--- src/rtl/prog_loader.sv ---
// -----------------------------------------------------------------------------
// prog_loader
//   Streams a program into a 1024-word instruction/data memory from an 8-bit
//   byte stream (MSB of each word first), then releases the processor.
//   While loading it counts words carrying an unsupported opcode and flags
//   whether a halt opcode (6'b111111) was seen.
//
// State table
//   state    | meaning
//   ---------+---------------------------------------------------------------
//   IDLE     | waiting for start, processor held
//   COLLECT  | accepting bytes into the word register (in_ready = 1)
//   WRITE    | one-cycle memory write of the assembled word
//   DONE     | load complete, processor released (cpu_run = 1)
//
// Ports
//   clk1, rst_n        : clock, synchronous active-low reset
//   start              : load request, honoured in IDLE or DONE only
//   base_addr,word_cnt : load window, sampled when start is honoured
//   abort              : cancels a load in COLLECT/WRITE
//   in_valid,in_data   : byte stream in; in_ready : byte stream ready
//   mem_we,mem_addr,
//   mem_wdata          : memory write port (one strobe per word)
//   busy, done, cpu_run: status
//   illegal_cnt        : saturating count of unsupported-opcode words
//   hlt_seen           : a loaded word had opcode 63
// -----------------------------------------------------------------------------
module prog_loader #(
    parameter int ADDR_W = 10,
    parameter int CNT_W  = 11
) (
    input  logic              clk1,
    input  logic              rst_n,
    input  logic              start,
    input  logic [ADDR_W-1:0] base_addr,
    input  logic [CNT_W-1:0]  word_cnt,
    input  logic              abort,
    input  logic              in_valid,
    input  logic [7:0]        in_data,
    output logic              in_ready,
    output logic              mem_we,
    output logic [ADDR_W-1:0] mem_addr,
    output logic [31:0]       mem_wdata,
    output logic              busy,
    output logic              done,
    output logic              cpu_run,
    output logic [7:0]        illegal_cnt,
    output logic              hlt_seen
);

    typedef enum logic [1:0] {
        S_IDLE    = 2'd0,
        S_COLLECT = 2'd1,
        S_WRITE   = 2'd2,
        S_DONE    = 2'd3
    } state_t;

    state_t            r_state;
    logic [ADDR_W-1:0] r_base;
    logic [CNT_W-1:0]  r_cnt;
    logic [CNT_W-1:0]  r_widx;
    logic [1:0]        r_bidx;
    logic [31:0]       r_word;
    logic [7:0]        r_illegal;
    logic              r_hlt;

    logic [CNT_W-1:0]  w_widx_next;
    logic [5:0]        w_opcode;
    logic              w_op_supported;
    logic              w_op_halt;

    assign w_widx_next    = r_widx + CNT_W'(1);
    assign w_opcode       = r_word[31:26];
    assign w_op_halt      = (w_opcode == 6'd63);
    assign w_op_supported = (w_opcode <= 6'd5)
                          || ((w_opcode >= 6'd8) && (w_opcode <= 6'd14))
                          || w_op_halt;

    assign in_ready    = (r_state == S_COLLECT);
    // An abort landing in the WRITE cycle must kill the strobe that same cycle.
    assign mem_we      = (r_state == S_WRITE) && !abort;
    // Address arithmetic is ADDR_W wide so the window wraps 1023 -> 0.
    assign mem_addr    = r_base + ADDR_W'(r_widx);
    assign mem_wdata   = r_word;
    assign busy        = (r_state == S_COLLECT) || (r_state == S_WRITE);
    assign done        = (r_state == S_DONE);
    assign cpu_run     = (r_state == S_DONE);
    assign illegal_cnt = r_illegal;
    assign hlt_seen    = r_hlt;

    always_ff @(posedge clk1) begin
        if (!rst_n) begin
            r_state   <= S_IDLE;
            r_base    <= '0;
            r_cnt     <= '0;
            r_widx    <= '0;
            r_bidx    <= '0;
            r_word    <= '0;
            r_illegal <= '0;
            r_hlt     <= 1'b0;
        end else begin
            case (r_state)
                S_IDLE, S_DONE: begin
                    if (start) begin
                        r_base    <= base_addr;
                        r_cnt     <= word_cnt;
                        r_widx    <= '0;
                        r_bidx    <= '0;
                        r_illegal <= '0;
                        r_hlt     <= 1'b0;
                        r_state   <= (word_cnt != '0) ? S_COLLECT : S_DONE;
                    end
                end
                S_COLLECT: begin
                    if (abort) begin
                        r_bidx  <= '0;
                        r_state <= S_IDLE;
                    end else if (in_valid) begin
                        r_word <= {r_word[23:0], in_data};
                        r_bidx <= r_bidx + 2'd1;
                        if (r_bidx == 2'd3) begin
                            r_state <= S_WRITE;
                        end
                    end
                end
                S_WRITE: begin
                    if (abort) begin
                        r_bidx  <= '0;
                        r_state <= S_IDLE;
                    end else begin
                        r_widx <= w_widx_next;
                        r_bidx <= '0;
                        if (!w_op_supported && (r_illegal != 8'hFF)) begin
                            r_illegal <= r_illegal + 8'd1;
                        end
                        if (w_op_halt) begin
                            r_hlt <= 1'b1;
                        end
                        r_state <= (w_widx_next == r_cnt) ? S_DONE : S_COLLECT;
                    end
                end
                default: r_state <= S_IDLE;
            endcase
        end
    end

endmodule

--- config.mk ---
export PLATFORM = sky130hd
export DESIGN_NAME = prog_loader
export DESIGN_NICKNAME = d
export VERILOG_FILES = /design/src/rtl/prog_loader.sv
export SDC_FILE = /design/constraint.sdc
export NUM_CORES = 1
export LEC_CHECK = 0
export CAP_MARGIN = 20
export CELL_PAD_IN_SITES_DETAIL_PLACEMENT = 1
export CELL_PAD_IN_SITES_GLOBAL_PLACEMENT = 2
export CORE_MARGIN = 2
export CORE_UTILIZATION = 32
export CTS_CLUSTER_SIZE = 12
export DETAILED_ROUTE_END_ITERATION = 8
export PLACE_DENSITY = 0.93
export SYNTH_ARGS = -nofsm -noshare
export SYNTH_HDL_FRONTEND = slang
export SYNTH_SLANG_ARGS = --single-unit
export TNS_END_PERCENT = 100
--- constraint.sdc ---
create_clock -name clk1 -period 3.1 [get_ports clk1]
set_input_delay 0.31 -clock clk1 [delete_from_list [all_inputs] [get_ports clk1]]
set_output_delay 0.31 -clock clk1 [all_outputs]
set_load 0.01 [all_outputs]
Word-level counts from Yosys, hierarchy flattened
Cells that the tools add are included.
W data, S select, Z words.
{ "word_totals": {"register_bits": 77, "in_bits": 34, "out_inout_bits": 56, "elab_cells": 71} }
{ "classes": {"addsub": 4, "n_lt_le_gt_ge": 3, "n_eq_ne": 13, "muxes": 23, "bitwise": 1, "reduce_logical": 19} }
{ "op_table": {"columns": ["op", "n"], "rows": [
  ["$mux W8", 3],
  ["$mux W11", 2],
  ["$pmux W11 S2", 1],
  ["$mux W2", 10],
  ["$pmux W8 S2", 1],
  ["$pmux W2 S3", 2],
  ["$add A11 B1 Y11 const B", 1],
  ["$eq A11 B11 Y1", 1],
  ["$reduce_bool A11 Y1", 1],
  ["$add A10 B10 Y10", 1],
  ["$reduce_and A3 Y1", 3],
  ["$add A8 B1 Y8 const B", 1],
  ["$ne A8 B8 Y1 const B", 1],
  ["$reduce_and A4 Y1", 2],
  ["$eq A2 B2 Y1 const B", 3],
  ["$eq A6 B6 Y1 const B", 1],
  ["$ge A6 B4 Y1 const B", 1],
  ["$le A6 B3 Y1 const B", 1],
  ["$le A6 B4 Y1 const B", 1],
  ["$ne A2 B2 Y1 const B", 3],
  ["$reduce_and A2 Y1", 2],
  ["$logic_and A1 B1 Y1", 3],
  ["$logic_or A1 B1 Y1", 3],
  ["$mux W1", 3],
  ["other kinds (11)", 12]
]} }

Longest topological paths before layout
{ "depth": {"depth_word": 9, "ltp_mapped": 9, "depth_no_buf": 8} }

Worst setup path after synthesis
Ideal clock, no wire load.
{ "synth_path": {"kind": "register to output", "startpoint": "reg r_widx[0]", "endpoint": "out mem_addr[8]", "arrival_time_ps": 1811, "required_time_ps": 2790, "slack_ps": 979, "stages_incl_launch_ff": 9, "n_path_buf": 0, "cell_sequence": "dfxtp_1 > ha_1 > inv_1 > fa_1 > nor2b_1 > o21ai_0 > a21o_1 > a31oi_1 > xor2_1"} }
{ "synth_between": {"elab_chain_len": 1} }
{ "synth_rtl": {"columns": ["element", "line_no", "source"], "rows": [
  ["from (decl)", "61", "logic [CNT_W-1:0] r_widx;"],
  ["from (signal assigned)", "131", "r_widx <= w_widx_next;"],
  ["$add A10 B10 Y10", "83", "assign mem_addr = r_base + ADDR_W'(r_widx);"],
  ["to (decl)", "42", "output logic [ADDR_W-1:0] mem_addr,"]
]} }
Every way passes these cells.

Worst setup path in the final report
{ "layout_path": {"startpoint": "reg r_widx[1]", "endpoint": "out mem_addr[9]"} }
Same word-level chain as after synthesis.

==> key figures <==
Pwr
  • P_sw: approximately 1.1 mW
  • Cell internal pwr: 2.13 mW
  • Clock Power Share: 34.8%
  • Pwr dens: about 600 nW/um^2
  • Pleak: between 1.5 and 2 nW
  • Reg power frac: 35.3%
  • Worst vdd ir: approximately 250 uV
  • Combinational power share: approximately 30%
  • Sw frac: around a third

Synthesis
  • Yosys reg bits: 77
  • Mean Syn Cell Area: slightly above 8 um^2
  • Ys Warns: 0
  • Synthesized instance count: between 500 and 600
  • Syn Nets: 552
  • Number of flops mapped to enable cells by yosys: 0
  • Ys flop type: dfxtp_1
  • Seq/Total Area, Yosys: between 30% and 40%
  • Post-synth ARST share: 0%
  • Synth cell types: between 50 and 60
  • Synth Cell Area: roughly 4100 um^2

Floorplanning
  • I/O pin total: 90
  • Die span in x: 117 um
  • Die Area: 13700 um^2
  • Initial Utilization: 32.6%
  • Core area: between 10000 and 15000 um^2
  • Rows: 41
  • Die height: between 100 and 150 um

Global route
  • Vias in the first global route: about 4000
  • First-pass GRT wire length: between 15000 and 20000 um
  • GRT busiest layer: met2
  • Initial antenna violation count: 0
  • Met2 usage in global routing: 30.2%
  • GRT overflow: 0
  • Met1 usage: approximately 22%
  • Met3 Use GR: around 4.5%
  • GRT Resource Usage Total: between 10% and 20%
  • Pin count of the biggest net entering global routing: 36

Cells and area
  • Antenna diodes: 0
  • Ratio of cells with drive above 1 in the final layout: between 6 and 7%
  • Commonest non-fill, non-tap cell in the layout: nand2_1
  • Area Overhead vs Synth: 32.8%
  • Most frequent cells in the layout: 122 x nand2_1, 87 x clkdlybuf4s50_1, 75 x dfxtp_1, 58 x a21boi_0, 19 x a21oi_1
  • Nets: 629

Setup path
  • Maximum fanout along the worst path: 7
  • Worst setup SP type: flip-flop
  • Worst Path Required: roughly 2.8 ns
  • Critical Path AT: roughly 2.6 ns
  • Setup crit end kind: output port
  • CP Class: flip-flop to output port

Timing
  • Fin crit share: between 90% and 100%
  • # setup viols final: 0
  • RSZ-0062 raised after global routing: no
  • Skew final: approximately 0.0095 ns
  • Fin. Hold Viols: 0
  • Final critical-path required period: 2.91 ns
  • Setup TNS Final: 0 ns
  • Max_slew headroom: between 50% and 60%
  • FMAX: around 0.34 GHz
  • Worst Tran Pin Value: around 0.70 ns
  • Slew Viols, Final: 0
  • Min Hold Slack: roughly 0.39 ns

Detailed routing
  • Final wirelength: ~12000 um
  • Vias per inst: roughly 5
  • ANT nets after route: 0
  • Number of remaining DRC errors: 0
  • Routed len/inst: around 16 um
  • Via count: between 3000 and 4000
  • Drt pass-1 iters: 6
  • Initial drt markers: 140

Clock network
  • H-tree Lvls: 3
  • Num Clock Sinks: 77
  • CTS root buffer: clkbuf_16
  • Latest clock arrival within the worst-skew pair: approximately 0.34 ns
  • CTS tree: done
  • Max Root-Sink Buffers: 2
  • Clk pin slew, worst setup/hold paths: 0.07 ns
  • CTS Buf Count: 9

Placement
  • GP Congestion: approximately 0.86
  • # port buffers: between 80 and 90
  • DP HPWL: around 8700 um

Run
  • # Max-Cap Violations: 0

Worst hold path
  • Min-Delay Path Class: input port to flip-flop

Status
  • Status: finished clean
==> worst max-delay path, stage by stage, from the launching register on <==
cell	delay, ns
dfxtp_2	0.41
ha_1	0.26
a21o_1	0.21
a211oi_2	0.26
o21ai_1	0.17
a2111oi_1	0.39
nor3b_1	0.09
clkdlybuf4s50_1	0.49
==> synthesized netlist by cell type (5+ instances only) <==
master	instances	share of area [%]
and3_1	5	0.77
or3_1	5	0.77
nor4_1	5	0.77
nor2_1	10	0.92
dfxtp_1	77	38
xor2_1	7	1.5
nor2b_1	12	1.8
ha_1	15	4.6
o211ai_1	5	0.92
nand2_1	122	11
nand4_1	7	1.1
clkbuf_1	22	2.0
inv_1	13	1.2
o21ai_0	18	2.2
and2_1	5	0.77
a21boi_0	58	11
nor3_1	7	0.86
xnor2_1	10	2.1
nand3_1	10	1.2
a21oi_1	19	2.3
==> flip-flops by register name (all words and copies together), names as in the netlist <==
| register | count |
|---|---|
| hlt_seen | 1 |
| r_widx | 11 |
| r_cnt | 11 |
| mem_wdata | 32 |
| r_bidx | 2 |
| r_base | 10 |
| r_state | 2 |
| illegal_cnt | 8 |
==> metrics by stage <==
| step | utilization [%] | setup slack [ns] | instance area (um^2) | total power [mW] | cells |
|---|---|---|---|---|---|
| after floorplan | - | 0.979 | 4080 | 1.79 | 502 |
| after global placement | 40.7 | 0.395 | 5100 | 2.10 | 740 |
| after detailed placement | 40.7 | 0.271 | 5100 | 2.13 | 740 |
| after CTS | 43.3 | 0.00365 | 5420 | 3.26 | 756 |
| after global routing | 43.3 | 0.00850 | 5430 | 3.40 | 756 |
| final | 43.3 | 0.190 | 5430 | 3.22 | 756 |
==> final timing paths <==
path                                  from             end  slack [ns]  cells past startpoint
worst min register to register   r_base[5]       r_base[5]        0.47                      2
worst max register to register  r_state[0]  illegal_cnt[5]        0.79                      7
worst max-delay path             r_widx[1]     mem_addr[9]        0.19                      7
worst min-delay path                 rst_n    mem_wdata[8]        0.39                      2
==> routing by layer <==
metal  up-vias  routed length [um]  share of wire (%)
met5         -                   0                  0
met4         0                 276                2.3
met3        19                 634                5.3
met2       105                5640                 48
met1      1832                5320                 45
li1       1907                   -                  -
==> power by group through the flow <==
| stage | Clock [mW] | Combinational [mW] | Sequential (mW) |
|---|---|---|---|
| 4_1_cts | 1.15 | 0.977 | 1.14 |
| 3_3_place_gp | 0 | 0.943 | 1.15 |
| 2_1_floorplan | 0 | 0.645 | 1.14 |
| 5_1_grt | 1.18 | 1.07 | 1.15 |
| 3_5_place_dp | 0 | 0.968 | 1.16 |
| 6_report | 1.12 | 0.962 | 1.14 |
==> what timing repair did <==
action,CTS,global route
setup buffers,0,0
gates cloned,0,0
resized for setup,3,3
setup endpoints to repair,2,2
hold buffers,0,0
==> layout make-up <==
| cell class | instances | area [um^2] |
|---|---|---|
| Inverter | 13 | 48.8 |
| Fill cell | 1534 | 7090 |
| Clock inverter | 6 | 75.1 |
| Clock buffer | 10 | 239 |
| Timing Repair Buffer | 96 | 941 |
| Multi-Input combinational cell | 382 | 2360 |
| Tap cell | 172 | 215 |
| Sequential cell | 77 | 1540 |
==> logic make-up (layout without fill, tap and decap cells) <==
kind of cell	after synthesis	count (layout)	share of synthesized area, %
AO/OA/AOI/OAI	132	132	23.2
XOR/XNOR	17	17	3.65
adder cells (fa/ha/maj)	16	16	5.09
buffers and inverters	43	125	4.56
flip-flops	77	77	37.7
AND/OR/NAND/NOR	217	217	25.8
Note: power is estimated with default switching activity, not from simulation.
